File: config.mk
export PLATFORM = sky130hd
export DESIGN_NAME = fifo_wr_arb
export DESIGN_NICKNAME = d
export VERILOG_FILES = /design/src/rtl/fifo_arb_pkg.sv /design/src/rtl/fifo_wr_arb_rr_pick.sv /design/src/rtl/fifo_wr_arb.sv
export SDC_FILE = /design/constraint.sdc
export NUM_CORES = 1
export LEC_CHECK = 0
export CAP_MARGIN = 20
export CORE_ASPECT_RATIO = 1.25
export CORE_MARGIN = 4
export CORE_UTILIZATION = 30
export DETAILED_ROUTE_END_ITERATION = 8
export PLACE_DENSITY = 0.67
export SYNTH_ARGS = -nofsm -noshare
export SYNTH_HDL_FRONTEND = slang
export SYNTH_HIERARCHICAL = 1
export SYNTH_SLANG_ARGS = --single-unit
File: constraint.sdc
create_clock -name clk_w -period 2.3 [get_ports clk_w]
set_input_delay 0.23 -clock clk_w [delete_from_list [all_inputs] [get_ports clk_w]]
set_output_delay 0.23 -clock clk_w [all_outputs]
set_load 0.02 [all_outputs]
File: src/rtl/fifo_arb_pkg.sv
// Purpose: shared encodings and helpers for the FIFO write-port arbiter.
// Latency: n/a (types, constants and a pure function only).
// Backpressure: n/a.
package fifo_arb_pkg;

  // FSM state encoding
  localparam logic ST_IDLE  = 1'b0;
  localparam logic ST_BURST = 1'b1;

  // grant_id / rr_ptr width, enough for up to 8 requesters
  localparam int GID_W = 3;

  // Round-robin successor of grantee g among nreq requesters
  function automatic logic [GID_W-1:0] rr_next(input logic [GID_W-1:0] g, input int nreq);
    return (int'(g) == nreq - 1) ? '0 : g + GID_W'(1);
  endfunction

endpackage

File: src/rtl/fifo_wr_arb_rr_pick.sv
// Purpose: round-robin picker, first set request scanning ptr, ptr+1, ... mod NREQ.
// Latency: purely combinational.
// Backpressure: none; a pure function of its inputs.
// Ports: req_i (request vector), ptr_i (scan start) -> onehot_o, idx_o (winner), any_o (any request).
module rr_pick
  import fifo_arb_pkg::*;
#(
  parameter int NREQ = 4
) (
  input  logic [NREQ-1:0]  req_i,
  input  logic [GID_W-1:0] ptr_i,
  output logic [NREQ-1:0]  onehot_o,
  output logic [GID_W-1:0] idx_o,
  output logic             any_o
);

  // Walk the scan offsets from farthest to nearest so the nearest hit
  // is the last one written and therefore wins.
  always_comb begin
    onehot_o = '0;
    idx_o    = '0;
    any_o    = 1'b0;
    for (int k = NREQ - 1; k >= 0; k--) begin
      for (int j = 0; j < NREQ; j++) begin
        if (req_i[j] && (j == ((int'(ptr_i) + k) % NREQ))) begin
          onehot_o    = '0;
          onehot_o[j] = 1'b1;
          idx_o       = GID_W'(j);
          any_o       = 1'b1;
        end
      end
    end
  end

endmodule

File: src/rtl/fifo_wr_arb.sv
// Purpose: shares one FIFO write port among NREQ byte producers; round-robin, bounded bursts, null-byte drop.
// Latency: grant one cycle after request; beats pass to fifo_wr_en/fifo_wdata combinationally.
// Backpressure: fifo_full stalls non-null beats (ready low, grant and beat count hold); null beats still drain.
// Ports: clk_w/reset_n; req_valid/req_data/req_ready per requester; fifo_full in, fifo_wr_en/fifo_wdata out;
//        grant_id/busy show the current grant; drop_cnt counts suppressed null beats (saturating).
module fifo_wr_arb
  import fifo_arb_pkg::*;
#(
  parameter int NREQ      = 4,
  parameter int DW        = 8,
  parameter int MAX_BURST = 4,
  parameter int DROP_NULL = 1
) (
  input  logic               clk_w,
  input  logic               reset_n,
  input  logic [NREQ-1:0]    req_valid,
  input  logic [NREQ*DW-1:0] req_data,
  output logic [NREQ-1:0]    req_ready,
  input  logic               fifo_full,
  output logic               fifo_wr_en,
  output logic [DW-1:0]      fifo_wdata,
  output logic [2:0]         grant_id,
  output logic               busy,
  output logic [15:0]        drop_cnt
);

  logic             state_q,  state_d;
  logic [GID_W-1:0] gnt_q,    gnt_d;
  logic [NREQ-1:0]  gnt_oh_q, gnt_oh_d;
  logic [GID_W-1:0] rr_ptr_q, rr_ptr_d;
  logic [3:0]       beat_q,   beat_d;
  logic [15:0]      drop_q,   drop_d;

  logic [NREQ-1:0]  pick_oh;
  logic [GID_W-1:0] pick_idx;
  logic             pick_any;

  logic             in_burst;
  logic             g_valid;
  logic [DW-1:0]    g_data;
  logic             is_null;
  logic             g_rdy;
  logic             accept;
  logic             last_beat;

  rr_pick #(.NREQ(NREQ)) u_pick (
    .req_i    (req_valid),
    .ptr_i    (rr_ptr_q),
    .onehot_o (pick_oh),
    .idx_o    (pick_idx),
    .any_o    (pick_any)
  );

  // The grant is also kept one-hot so the grantee's valid/data/ready
  // need no index decode.
  always_comb begin
    g_data = '0;
    for (int i = 0; i < NREQ; i++) begin
      if (gnt_oh_q[i]) g_data = req_data[i*DW +: DW];
    end
  end

  assign in_burst  = (state_q == ST_BURST);
  assign g_valid   = |(req_valid & gnt_oh_q);
  assign is_null   = (DROP_NULL != 0) && (g_data == '0);
  // Null beats never reach the FIFO, so they may drain while it is full
  assign g_rdy     = is_null | ~fifo_full;
  assign accept    = in_burst & g_valid & g_rdy;
  assign last_beat = (beat_q == 4'(MAX_BURST - 1));

  // State register
  always_ff @(posedge clk_w or negedge reset_n) begin
    if (!reset_n) begin
      state_q  <= ST_IDLE;
      gnt_q    <= '0;
      gnt_oh_q <= '0;
      rr_ptr_q <= '0;
      beat_q   <= '0;
      drop_q   <= '0;
    end else begin
      state_q  <= state_d;
      gnt_q    <= gnt_d;
      gnt_oh_q <= gnt_oh_d;
      rr_ptr_q <= rr_ptr_d;
      beat_q   <= beat_d;
      drop_q   <= drop_d;
    end
  end

  // Next-state logic
  always_comb begin
    state_d  = state_q;
    gnt_d    = gnt_q;
    gnt_oh_d = gnt_oh_q;
    rr_ptr_d = rr_ptr_q;
    beat_d   = beat_q;
    drop_d   = drop_q;
    case (state_q)
      ST_IDLE: begin
        if (pick_any) begin
          state_d  = ST_BURST;
          gnt_d    = pick_idx;
          gnt_oh_d = pick_oh;
          beat_d   = '0;
        end
      end
      ST_BURST: begin
        if (!g_valid) begin
          // Grantee dropped valid: its transfer is over
          state_d  = ST_IDLE;
          rr_ptr_d = rr_next(gnt_q, NREQ);
        end else if (accept) begin
          if (is_null && (drop_q != 16'hFFFF)) drop_d = drop_q + 16'd1;
          if (last_beat) begin
            state_d  = ST_IDLE;
            rr_ptr_d = rr_next(gnt_q, NREQ);
          end else begin
            beat_d = beat_q + 4'd1;
          end
        end
      end
      default: state_d = ST_IDLE;
    endcase
  end

  // Outputs
  always_comb begin
    req_ready  = (in_burst && g_rdy) ? gnt_oh_q : '0;
    fifo_wr_en = in_burst & g_valid & ~fifo_full & ~is_null;
    fifo_wdata = in_burst ? g_data : '0;
    busy       = in_burst;
    grant_id   = gnt_q;
    drop_cnt   = drop_q;
  end

endmodule

==> impl_metrics.py, run 1 <==
metrics = {
    "detailed_routing": {
        "drcViolationCount": 0,
        "wl_per_cell_um": 14.7,
        "routed_via_density": 5.06,
        "vias": 2039,
        "first_pass_iters": 4,
        "ant_nets": 0,
        "drt_iter0_markers": 37,
        "wirelength_mm": 5.91,
    },
    "worst_hold_path": {
        "holdCritPathClass": "in -> async",
    },
    "global_routing": {
        "grt_pass1_wl_mm": 9.68,
        "track_usage_pct": 15.0,
        "grt_pass1_vias": 2023,
        "grt_max_degree": 31,
        "grt_overflow_total": 0,
        "antenna_found_initial": 0,
    },
    "cells_and_area": {
        "nFillCells": 650,
        "mostFrequentLayoutCell": "clkdlybuf4s50_1",
        "drive_above_1_share_pct": 23.7,
        "final_cell_mix": "59 x clkdlybuf4s50_1, 30 x nand2_1, 29 x dfrtp_1",
        "layout.nets": 357,
        "utilization_pct": 49.3,
        "n_antenna_cell": 0,
        "area_delta_synth_final_pct": 58.7,
    },
    "place": {
        "io_buffers": 71,
        "dp_hpwl_mm": 4.43,
        "place.gp.congestion": 0.822,
        "dp_slack_ns": -0.529,
    },
    "sta": {
        "finalSetupViolCount": 24,
        "fin_hold_ws_ns": 0.349,
        "grt_setup_unrepaired": "yes",
        "maxSlewViolCount": 0,
        "fin_skew_ns": 0.00269,
        "layout_setup_ws_ns": -0.271,
        "hold_viol": 0,
        "period_share_pct": 112,
        "period_minus_slack_ns": 2.57,
        "max_freq_mhz": 389,
    },
    "synth": {
        "synth_nets": 270,
        "synth_warnings": 6,
        "synth_area_mm2": 0.00205,
        "synth_area_per_cell_um2": 9.01,
        "post_synth_inst_count": 228,
    },
    "power": {
        "powerDensity_mw_per_mm2": 1030,
        "peakVddDrop_uv": 543,
        "p_sw_uw": 1390,
        "p_int_uw": 1980,
        "pwr-share-comb_pct": 61.7,
        "power_leakage_uw": 0.00150,
        "switching_share_pct": 41.2,
        "pwr-share-clk_pct": 15.3,
        "seq_power_share_pct": 23.1,
    },
    "clocking": {
        "cts.sinks": 30,
        "path_clk_slew_ns": 0.06,
        "tritoncts": "yes",
        "h-tree-depth": 2,
        "clockBufferDepth": 2,
        "cts_buffers": 5,
        "root_buffer": "clkbuf_8",
        "clk_latency_ns": 0.28,
    },
    "floorplan": {
        "die_area_mm2": 0.00824,
        "io_pins": 72,
        "die_w_um": 82.0,
        "num_rows": 33,
        "start_util_pct": 31.1,
        "dieHeight_um": 100,
        "core-area_mm2": 0.00661,
    },
    "setup_path": {
        "worstPathArrival_ns": 2.34,
        "rr_startpoint": "gnt_oh_q[2]",
        "path_class": "reg -> out",
        "worstPathMaxFanout": 6,
        "startpoint": "gnt_oh_q[2]",
        "crit_path_end_kind": "output port",
        "startpoint_type": "register",
        "required_ns": 2.07,
    },
    "run_status": {
        "status": "finished, violations left",
        "violations": "negative setup slack",
    },
    "job": {
        "maxCapViolCount": 0,
    },
}
-- power groups by stage --
stage	combinational (uW)	clock, uW	sequential, uW
6_report	2080	516	778
5_1_grt	2270	557	802
4_1_cts	2030	532	773
3_5_place_dp	1950	0	777
3_3_place_gp	1940	0	777
2_1_floorplan	1140	0	813
-- worst max-delay path: stages (launching register included) --
cell	delay, ns
dfrtp_1	0.38
buf_4	0.16
a211oi_1	0.28
a221oi_2	0.11
o21bai_1	0.17
or4_4	0.55
nand2_4	0.10
and3_4	0.19
buf_6	0.11
-- area by class of cell --
type / count / area [um^2] / share of cell area [%]
inverter: 9 / 33.8 / 1.04
timing repair buffer: 95 / 921 / 28.3
multi-input combinational: 174 / 1340 / 41.0
clock inverter: 3 / 40.0 / 1.23
sequential: 30 / 752 / 23.1
clock buffer: 5 / 68.8 / 2.11
tap: 87 / 109 / 3.34
-- through the flow --
| stage | TNS, ns | area (um^2) | std cells | power, uW |
|---|---|---|---|---|
| after floorplan | -0.0473 | 2110 | 228 | 1960 |
| after global placement | -6.30 | 3010 | 394 | 2720 |
| after detailed placement | -6.99 | 3010 | 394 | 2730 |
| after CTS | -3.98 | 3170 | 403 | 3330 |
| after global routing | -6.20 | 3260 | 403 | 3630 |
| final | -3.32 | 3260 | 403 | 3370 |
-- sequential cells by signal (all words and copies together) (netlist names) --
name / count
beat_q: 4
busy: 1
drop_cnt: 16
gnt_oh_q: 4
grant_id: 3
rr_ptr_q: 2
-- final timing paths --
kind / to / slack (ns) / cells after the start
max in group asynchronous: gnt_oh_q[1] / 1.64 / 2
min reg2reg: drop_cnt[14] / 0.49 / 1
max: req_ready[3] / -0.27 / 8
max reg2reg: rr_ptr_q[0] / -0.25 / 8
min: drop_cnt[8] / 0.35 / 2
min in group clk_w: drop_cnt[14] / 0.49 / 1
-- layer usage --
layer	wire length [um]	vias up	global-route usage, %	part of all wire [%]
met5	0	-	0	0
met4	65	0	4.73	1.1
li1	-	997	-	-
met3	237	7	2.33	4.0
met2	3130	63	25.7	53
met1	2480	972	18.9	42
-- repair_timing --
item | 4_1_cts | 5_1_grt
hold buffers | 0 | 0
endpoints found under the setup margin | 36 | 35
gates resized for setup | 38 | 18
pin swaps | 6 | 0
setup buffers | 1 | 0
Note: power is estimated with default switching activity, not from simulation.
==> run 2, diff against run 1 <==
- SKIP_CTS_REPAIR_TIMING: unset -> 1
==> run 2 against run 1 <==
  * The flow still finishes with violations (negative setup slack)
  * Non-clock buffer count stayed put
  * Clock skew hardly changed
  * Via count is 0.20% higher
  * Die area stayed put
  * Global-route usage is 0.073 points lower
  * Count of clock-buffer cells in the layout stayed put
  * Critical path depth is 1 lower
  * Maximum frequency is 0.90% higher
  * Highest routed layer unchanged
==> impl_metrics.py, run 2 (synthesis gave the netlist of run 1 again) <==
metrics = {
    "place": {
        "dp_slack_ns": -0.529,
        "io_buffers": 71,
        "postPlaceCellArea_mm2": 0.00301,
        "place.gp.congestion": 0.822,
        "dp_hpwl_mm": 4.43,
    },
    "cells_and_area": {
        "finalInstanceArea_mm2": 0.00334,
        "final_cell_mix": "58 x clkdlybuf4s50_1, 30 x nand2_1, 29 x dfrtp_1",
        "area_delta_synth_final_pct": 62.8,
        "n_antenna_cell": 0,
        "layout.nets": 357,
        "largest_reg_flops": 16,
        "drive_above_1_share_pct": 25.3,
        "mostFrequentLayoutCell": "clkdlybuf4s50_1",
    },
    "setup_path": {
        "r2r_end": "rr_ptr_q[0]",
        "path_class": "reg -> out",
        "crit_family": "simple AND/OR/NAND/NOR gates",
        "cpPeakStageDelay_ns": 0.58,
        "rr_startpoint": "gnt_oh_q[3]",
        "cpMaxStageDelayCell": "or4_4",
        "crit_path_end_kind": "output port",
        "crit_chain": "or2_4, a221oi_4, o22ai_1, or4_4, nand2_4, and3_4, buf_6",
        "rrSetupSlack_ns": -0.25,
        "critPathBufInv": 1,
        "startpoint_type": "register",
        "r2r_cells": 7,
        "worstPathMaxFanout": 7,
        "worstPathArrival_ns": 2.32,
        "required_ns": 2.07,
    },
    "clocking": {
        "h-tree-depth": 2,
        "path_clk_slew_ns": 0.06,
        "root_buffer": "clkbuf_8",
        "cts_buffers": 5,
        "cts.sinks": 30,
        "clockBufferDepth": 2,
        "tritoncts": "yes",
        "clk_latency_ns": 0.28,
    },
    "job": {
        "maxCapViolCount": 0,
    },
    "global_routing": {
        "track_usage_pct": 14.9,
        "grt_pass1_wl_mm": 9.65,
        "grt_overflow_total": 0,
        "antenna_found_initial": 0,
        "grt_max_degree": 31,
        "grt_pass1_vias": 2000,
    },
    "worst_hold_path": {
        "holdCritPathClass": "in -> async",
    },
    "sta": {
        "fin_hold_ws_ns": 0.346,
        "fin_skew_ns": 0.00237,
        "layout_setup_ws_ns": -0.248,
        "grt_setup_unrepaired": "yes",
        "max_freq_mhz": 392,
        "period_share_pct": 111,
        "maxSlewViolCount": 0,
        "period_minus_slack_ns": 2.55,
        "finalSetupViolCount": 19,
        "hold_viol": 0,
    },
    "power": {
        "power_leakage_uw": 0.00157,
        "powerDensity_mw_per_mm2": 1030,
        "switching_share_pct": 41.6,
        "peakVddDrop_uv": 512,
        "pwr-share-clk_pct": 14.9,
        "p_int_uw": 2010,
        "seq_power_share_pct": 22.6,
        "p_total_uw": 3450,
        "pwr-share-comb_pct": 62.5,
        "p_sw_uw": 1440,
    },
    "detailed_routing": {
        "first_pass_iters": 6,
        "vias": 2043,
        "wl_per_cell_um": 15.0,
        "drt_iter0_markers": 52,
        "drcViolationCount": 0,
        "ant_nets": 0,
        "wirelength_mm": 6.03,
        "routed_via_density": 5.07,
    },
    "floorplan": {
        "die_area_mm2": 0.00824,
        "die_w_um": 82.0,
        "num_rows": 33,
        "core-area_mm2": 0.00661,
        "start_util_pct": 31.1,
        "dieHeight_um": 100,
        "io_pins": 72,
    },
    "run_status": {
        "status": "finished, violations left",
        "violations": "negative setup slack",
    },
}
==> run 2: cell types whose count changed in the layout (fill, tap and decap cells not counted), sizes merged <==
cell | before | now
dlymetal6s2s | 6 | 8
clkdlybuf4s50 | 59 | 58
dlygate4sd2 | 1 | 0
==> run 2: routing by layer <==
| metal | vias up | routed length, um | global-route usage (%) |
|---|---|---|---|
| met5 | - | 0 | 0 |
| met4 | 0 | 94 | 4.73 |
| met3 | 9 | 232 | 2.33 |
| met2 | 51 | 3230 | 25.6 |
| met1 | 983 | 2470 | 18.8 |
| li1 | 1000 | - | - |
==> run 2: cell type report <==
cell class | instances | area [um^2]
Clock inverter | 3 | 40.0
Timing Repair Buffer | 95 | 931
Tap cell | 87 | 109
Fill cell | 629 | 3260
Clock buffer | 5 | 68.8
Multi-Input combinational cell | 174 | 1410
Sequential cell | 30 | 752
Inverter | 9 | 33.8
==> run 2: worst max-delay path by stage <==
stage / from / to / slack (ns) / cells after the start
final: gnt_oh_q[3] / req_ready[3] / -0.25 / 7
after detailed placement: req_data[14] / req_ready[1] / -0.53 / 8
after global routing: gnt_oh_q[3] / req_ready[3] / -0.35 / 7
after CTS: gnt_oh_q[3] / req_ready[1] / -0.84 / 7
after floorplan: gnt_oh_q[3] / drop_cnt[1] / -0.01 / 8
after global placement: gnt_oh_q[1] / fifo_wr_en / -0.55 / 6
==> run 2: power groups by stage <==
stage          sequential [uW]  combinational (uW)  clock, uW
2_1_floorplan              813                1140          0
3_3_place_gp               777                1940          0
3_5_place_dp               777                1950          0
4_1_cts                    770                1970        532
5_1_grt                    805                2350        556
6_report                   780                2160        514
==> run 2: stage by stage <==
step,TNS (ns),util [%],instances
after global routing,-5.71,50.6,403
after CTS,-11.08,47.3,402
after detailed placement,-6.99,45.6,394
final,-2.92,50.6,403
after floorplan,-0.0473,-,228
after global placement,-6.30,45.6,394
==> variant, RTL diff (config.mk and constraints of run 1) <==
Make the reset (`reset_n`) synchronous in one clocked block.
--- a/src/rtl/fifo_wr_arb.sv
+++ b/src/rtl/fifo_wr_arb.sv
@@ -69,7 +69,7 @@
   assign last_beat = (beat_q == 4'(MAX_BURST - 1));
 
   // State register
-  always_ff @(posedge clk_w or negedge reset_n) begin
+  always_ff @(posedge clk_w) begin
     if (!reset_n) begin
       state_q  <= ST_IDLE;
       gnt_q    <= '0;
Function: not settled (the Yosys comparison gave no result); the edit may change what the design does.
==> variant against run 1 <==
- the flow still finishes with violations (setup timing)
- core utilization grew 3.6 points
- design area up 2.2%
- area after synthesis decreased by 3.3%
- setup slack better by 0.14 ns
- sequential cell count did not move
- wire length is 9.3% higher
- global-route usage increased by 1.3 points
Power is not compared: it rests on default switching activity, and its combinational part moved more than twofold at a synthesized area within 25%.
==> variant: results (changes against run 1) <==
- Status: finished, violations left
- Failing checks: setup timing
- Vias in the first global route: 2194 (+8.5%)
- Nets: 393 (+10%)
- First-pass DRT Iterations: 4 (unchanged)
- H-tree Lvls: 2 (unchanged)
- Via/cell ratio: 5.08 (+0.41%)
- Final count of negative-setup-slack endpoints: 21 (-13%)
- Critical path arrival: 2.21 ns (-0.13 ns)
- Dpl cell area: 3020 um2 (+0.12%)
- Wire per inst: 14.8 um (+1.0%)
- Hold WC Path Type: reg2reg
- Layout cell share with drive strength beyond 1: 26.5% (+2.8 points)
- Initial DRC count: 56 (+51%)
- Num CTS Buffers: 5 (unchanged)
- Leak: 1.30 nW
- Fillers: 585 (-10%)
- Max Buffers Root-to-Sink: 2 (unchanged)
- Initial antenna violation count: 0 (unchanged)
- CP max stage delay: 0.41 ns (-0.14 ns)
- Crit Path Max Fanout: 8 (+2)
- CP max stage cell: o41ai_4
- Syn Nets: 288 (+6.7%)
- Gpl congestion: 0.827 (+0.60%)
- Largest register FFs: 16 (unchanged)
- # diodes: 0 (unchanged)
- Setup Skew: 0.00231 ns (-0.000384 ns)
- CTS clock-pin slew for the worst setup and hold paths: 0.06 ns (about the same)
- Setup TNS: -0.964 ns (+2.35 ns)
- Largest net degree at the start of global routing: 16 (-48%)
- Ys Warns: 6 (unchanged)
- Switching Fraction: between 30 and 40%
- Slew Viols, Final: 0 (unchanged)
- DP HPWL: 4740 um (+7.0%)
- Global Route Usage Sum: 16.2% (+1.3 points)
- Root buffer cell: clkbuf_8
- Final WS setup: -0.136 ns (+0.135 ns)
- DP Worst Slack: -0.480 ns (+0.0490 ns)
- First-pass GRT wire length: 10400 um (+7.3%)
variant: changes by cell type in the layout (fill, tap and decap cells not counted), sizes merged, moves of 5 or more:
cell           delta
a21boi            +9
and2              +7
buf              +19
clkdlybuf4s50     +5
dfrtp            -30
dfxtp            +30
nand4             +5
nor3              -5
xnor2             +8
xor2             -16
variant: area by class of cell:
cell class | count | area (um2) | area share (%)
clock buffers | 7 | 76.3 | 2.29
flip-flops and latches | 30 | 603 | 18.1
repair buffers | 114 | 1050 | 31.4
multi-input cells | 190 | 1460 | 43.8
inverters | 10 | 37.5 | 1.13
well taps | 85 | 106 | 3.19
variant: power by group through the flow:
| stage | logic, mW | clock network, mW | registers, mW |
|---|---|---|---|
| floorplan | 0.239 | 0 | 0.568 |
| global placement | 0.447 | 0 | 0.565 |
| detailed placement | 0.452 | 0 | 0.566 |
| CTS | 0.530 | 0.405 | 0.555 |
| global route | 0.576 | 0.422 | 0.558 |
| finish | 0.536 | 0.391 | 0.555 |
variant: timing repair:
action	in CTS	in global routing
endpoints found under the setup margin	35	33
gates resized for setup	53	5
buffers inserted	11	0
pin swaps	8	1
variant: worst paths after layout:
path / startpoint / endpoint / slack, ns / depth (start not counted)
worst min register to register: beat_q[1] / beat_q[1] / 0.48 / 2
worst min-delay path: beat_q[1] / beat_q[1] / 0.48 / 2
worst max register to register: gnt_oh_q[3] / beat_q[3] / -0.07 / 9
worst max-delay path: gnt_oh_q[3] / req_ready[0] / -0.14 / 7
variant: worst max-delay path: cells and delay by family (launching register included):
| kind | cells | cell delay [ns] |
|---|---|---|
| AO/OA/AOI/OAI | 3 | 0.79 |
| AND/OR/NAND/NOR | 2 | 0.47 |
| flip-flops | 1 | 0.34 |
| buffers and inverters | 2 | 0.33 |
variant: routing by layer:
metal | up-vias | part of all wire, % | routed length, um | global-route usage [%]
met5 | - | 0 | 0 | 0
met4 | 0 | 1.1 | 70 | 4.81
met3 | 8 | 8.3 | 534 | 4.30
met2 | 87 | 48 | 3070 | 27.7
met1 | 1016 | 43 | 2790 | 19.8
li1 | 1104 | - | - | -
variant: stage by stage:
stage	total power, mW	instances
after global placement	1.01	420
final	1.48	436
after floorplan	0.806	246
after global routing	1.56	436
after CTS	1.49	436
after detailed placement	1.02	420
